**src/rtl/ram_arbiter.sv**
```systemverilog
// Two-master round-robin arbiter in front of a single-port synchronous RAM.
// Each granted request runs IDLE -> ACCESS -> (WAIT x RD_LAT for reads) -> DONE.
module ram_arbiter #(
    parameter int AW     = 16,
    parameter int DW     = 8,
    parameter int RD_LAT = 1
) (
    input  logic          clk,
    input  logic          rst,
    input  logic          m0_req,
    input  logic          m0_we,
    input  logic [AW-1:0] m0_addr,
    input  logic [DW-1:0] m0_wdata,
    output logic          m0_ack,
    output logic [DW-1:0] m0_rdata,
    input  logic          m1_req,
    input  logic          m1_we,
    input  logic [AW-1:0] m1_addr,
    input  logic [DW-1:0] m1_wdata,
    output logic          m1_ack,
    output logic [DW-1:0] m1_rdata,
    output logic [AW-1:0] mem_addr,
    output logic          mem_we,
    output logic [DW-1:0] mem_di,
    input  logic [DW-1:0] mem_do
);

    localparam logic [1:0] IDLE     = 2'd0;
    localparam logic [1:0] ACCESS   = 2'd1;
    localparam logic [1:0] WAIT     = 2'd2;
    localparam logic [1:0] DONE     = 2'd3;
    localparam logic [1:0] LAT_LOAD = 2'(RD_LAT - 1);

    logic [1:0] state_r;
    logic       last_grant_r;
    logic       grant_r;
    logic       lat_we_r;
    logic [1:0] cnt_r;
    logic       grant_valid_s;
    logic       winner_s;

    // Arbitration: a lone requester wins, a tie goes to the master not served last.
    always_comb begin
        grant_valid_s = 1'b0;
        winner_s      = 1'b0;
        if (m0_req && m1_req) begin
            grant_valid_s = 1'b1;
            winner_s      = ~last_grant_r;
        end else if (m0_req) begin
            grant_valid_s = 1'b1;
            winner_s      = 1'b0;
        end else if (m1_req) begin
            grant_valid_s = 1'b1;
            winner_s      = 1'b1;
        end else begin
            grant_valid_s = 1'b0;
            winner_s      = 1'b0;
        end
    end

    // Transaction sequencer; RAM pins are registered at the grant edge so they are valid during ACCESS.
    always_ff @(posedge clk or negedge rst) begin
        if (!rst) begin
            state_r      <= IDLE;
            last_grant_r <= 1'b1;
            grant_r      <= 1'b0;
            lat_we_r     <= 1'b0;
            cnt_r        <= 2'd0;
            m0_ack       <= 1'b0;
            m1_ack       <= 1'b0;
            m0_rdata     <= {DW{1'b0}};
            m1_rdata     <= {DW{1'b0}};
            mem_addr     <= {AW{1'b0}};
            mem_we       <= 1'b0;
            mem_di       <= {DW{1'b0}};
        end else begin
            case (state_r)
                IDLE: begin
                    m0_ack <= 1'b0;
                    m1_ack <= 1'b0;
                    if (grant_valid_s) begin
                        grant_r      <= winner_s;
                        last_grant_r <= winner_s;
                        lat_we_r     <= winner_s ? m1_we : m0_we;
                        mem_we       <= winner_s ? m1_we : m0_we;
                        mem_addr     <= winner_s ? m1_addr : m0_addr;
                        mem_di       <= winner_s ? m1_wdata : m0_wdata;
                        state_r      <= ACCESS;
                    end
                end
                ACCESS: begin
                    mem_we <= 1'b0;
                    if (lat_we_r) begin
                        m0_ack  <= ~grant_r;
                        m1_ack  <= grant_r;
                        state_r <= DONE;
                    end else begin
                        cnt_r   <= LAT_LOAD;
                        state_r <= WAIT;
                    end
                end
                WAIT: begin
                    mem_we <= 1'b0;
                    if (cnt_r == 2'd0) begin
                        if (grant_r) begin
                            m1_rdata <= mem_do;
                        end else begin
                            m0_rdata <= mem_do;
                        end
                        m0_ack  <= ~grant_r;
                        m1_ack  <= grant_r;
                        state_r <= DONE;
                    end else begin
                        cnt_r <= cnt_r - 2'd1;
                    end
                end
                DONE: begin
                    m0_ack  <= 1'b0;
                    m1_ack  <= 1'b0;
                    state_r <= IDLE;
                end
                default: begin
                    m0_ack  <= 1'b0;
                    m1_ack  <= 1'b0;
                    mem_we  <= 1'b0;
                    state_r <= IDLE;
                end
            endcase
        end
    end

endmodule

```
**config.mk**
```make
export PLATFORM = sky130hd
export DESIGN_NAME = ram_arbiter
export DESIGN_NICKNAME = d
export VERILOG_FILES = /design/src/rtl/ram_arbiter.sv
export SDC_FILE = /design/constraint.sdc
export NUM_CORES = 1
export LEC_CHECK = 0
export CAP_MARGIN = 10
export CORE_ASPECT_RATIO = 0.8
export CORE_MARGIN = 4
export CORE_UTILIZATION = 35
export DETAILED_ROUTE_END_ITERATION = 6
export PLACE_DENSITY = 0.8
export SLEW_MARGIN = 20
export SYNTH_ARGS = -nofsm -noshare
export SYNTH_HDL_FRONTEND = slang
export SYNTH_SLANG_ARGS = --single-unit
```
**constraint.sdc**
```tcl
create_clock -name clk -period 2.2 [get_ports clk]
set_input_delay 0.33 -clock clk [delete_from_list [all_inputs] [get_ports clk]]
set_output_delay 0.33 -clock clk [all_outputs]
set_load 0.02 [all_outputs]
```
==> results.tsv <==
metric	value	unit
CP Buf/Inv Count	1	
Cell variety after synth	33	
final hold vios	0	
row cnt	26	
placed cells	413	
Layout Cells excl Fill	422	
Mapped Cells	231	
total clock buffers created by CTS	5	
# diodes	0	
register area share after synthesis	53.4	%
crit-path cells	inv_1, ha_1, nor2b_1, a21oi_1, mux2_2	
element type at the critical path end	flop	
RSZ-0062 raised after global routing	no	
fillers	567	
fin nets	405	
Reg-to-Reg Start	cnt_r[0]	
Critical Path End	m0_ack	
DRC Markers	0	
Core Area	6440	um2
die area	8090	um2
Mapped Nets	299	
routed len/inst	14.4	um
fmax	0.582	GHz
Post-CTS Hold Fix Bufs	1	
Clock Sinks	50	
Total Power	5.03	mW
Syn Area/Cell	10.2	um2
Worst R2R Path Depth	5	
Setup Skew	0.00468	ns
required time worst endpoint	2.39	ns
Final Setup Violations	0	
Post-CTS Setup Inserts	0	
crit path kind	reg2reg	
multi-input gate area in the final layout	968	um2
critical path arrival	1.91	ns
run status	finished clean	
crit start category	flop	
Antenna Violating Nets Remaining	0	
Pins Over Slew Limit	0	
H-tree depth	2	
Seq cells post-synth	50	
First-pass DRT Iterations	4	
capturing point of the worst reg2reg path	m0_ack	
P per Cell Area	1400	nW/um2
worst-path fanout max	6	
crit path from	cnt_r[0]	
vias in the first global route	2036	
top cells by area, synth	dfrtp_1 52%, a21oi_1 11%, mux2_2 8.6%	
Reg clk slew, reported paths	0.09	ns
prevailing post-synth register cell	dfrtp_1	
hold crit path type	in2async	
gp weighted congestion	0.716	
Crit path max-delay family	flip-flops	
Cell Area, Synth	2350	um2
crit share post-route	78.1	%
count leader, synth	a21oi_1	
EDFF count, synth	0	
share of the synthesized area in the top cell type	52.2	%
relative slew slack	70.9	%
Storage cell area	1250	um2
max cap viols	0	
Critical-path top delay cell	dfrtp_1	
Post-Route Setup TNS	0	ns
Starting Density	36.4	%
Static Leak	1.53	nW
largest net degree at the start of global routing	26	
Yosys top cell by area	dfrtp_1	
initial antenna violation count	0	
CTS tree	yes	
gr usage total	15.3	%
Worst Tran Pin Value	0.435	ns
Resized Gates After CTS	0	
layout cells sized above 1	11.5	%
Post-synth ARST share	100	%
first-pass GRT wire length	9850	um
HPWL after DPL	4610	um
drt via density	4.78	
CTS max path bufs	2	
commonest cells in the netlist	51 x a21oi_1, 49 x dfrtp_1, 29 x nand2_1	
setup ws final	0.481	ns
CP peak stage delay	0.43	ns
grt ovf	0	
Via Count	2018	
Peak supply drop	700	uV
drt total wl	6080	um
initial drt markers	61	
Ports	105	
Tmin final	1.72	ns
instance count on the critical path	5	
pre-CTS WS	0.367	ns
I/O Buffers	104	
DIE WIDTH	99.6	um
clock root cell	clkbuf_8	
Worst-Skew Late Latency	0.30	ns
Reg2Reg Setup Slack	0.48	ns
YS warnings	0	
die height	81.2	um
area growth from synthesis to layout	53.4	%
[worst reg2reg max path, cell delays in order (launching register included)]
cell and delay, ns:
dfrtp_1 0.43, inv_1 0.13, ha_1 0.29, nor2b_1 0.11, a21oi_1 0.28, mux2_2 0.38
[cell families (layout without fill, tap and decap cells)]
| logic type | count (synthesis) | after routing | share of synthesized area, % |
|---|---|---|---|
| buffers and inverters | 20 | 127 | 5.38 |
| muxes | 20 | 20 | 9.49 |
| and+or+nand+nor | 68 | 68 | 12.2 |
| DFF | 50 | 50 | 53.4 |
| AOI/OAI and AO/OA | 67 | 67 | 16.4 |
| adders and majority gates | 6 | 6 | 3.20 |
[layout by cell type, fill, tap and decap left out, types with 2 or more instances in the layout]
master / Yosys / final
clkbuf_8: 0 / 5
inv_1: 7 / 7
nor2_1: 28 / 28
clkdlybuf4s50_1: 0 / 103
o21ai_0: 2 / 2
mux2_2: 18 / 18
a31oi_1: 3 / 3
buf_4: 4 / 6
a21oi_1: 51 / 51
nor3_1: 2 / 2
dfrtp_1: 49 / 49
nor2b_1: 2 / 2
ha_1: 6 / 6
and2_1: 2 / 2
mux2i_1: 2 / 2
bufinv_16: 0 / 2
nand2_1: 29 / 29
[flip-flops by register name, summed over array words and instances (netlist names)]
name	cells
mem_di	8
m0_rdata	8
m1_rdata	8
grant_r	1
lat_we_r	1
last_grant_r	1
state_r	2
m0_ack	1
cnt_r	2
m1_ack	1
mem_addr	16
mem_we	1
[final cells by class]
class | count | area share, %
Clock buffer | 5 | 1.91
Clock inverter | 3 | 1.91
Inverter | 7 | 0.730
Multi-Input combinational cell | 161 | 26.9
Sequential cell | 50 | 34.8
Tap cell | 84 | 2.92
Timing Repair Buffer | 112 | 30.9
[report_power, final]
part | total, mW | internal [mW] | switching, mW
registers | 1.63 | 1.37 | 0.254
clock network | 0.761 | 0.455 | 0.305
logic | 2.64 | 1.31 | 1.34
total | 5.03 | 3.14 | 1.90
[worst min-delay path by stage]
stage                  end  start  depth (start not counted)
2_1_floorplan     cnt_r[0]    rst                          0
3_3_place_gp   m1_rdata[7]    rst                          1
3_5_place_dp        m1_ack    rst                          1
4_1_cts             m1_ack    rst                          2
5_1_grt             m0_ack    rst                          2
6_report            m0_ack    rst                          2
[per-layer routing]
layer	GRT usage (%)	share of wire, %	routed length, um	up-vias
li1	-	-	-	994
met1	19.0	44	2700	941
met2	25.7	46	2800	79
met3	5.92	8.7	531	4
met4	2.86	0.67	41	0
met5	0	0	0	-
[through the flow]
step / util (%) / hold WS (ns) / cell area [um2]
floorplan: - / 0.0344 / 2350
global placement: 53.6 / 0.282 / 3450
detailed placement: 53.6 / 0.285 / 3450
CTS: 55.9 / 0.495 / 3600
global route: 55.9 / 0.520 / 3600
finish: 55.9 / 0.482 / 3600
(Power assumes the default switching activity.)
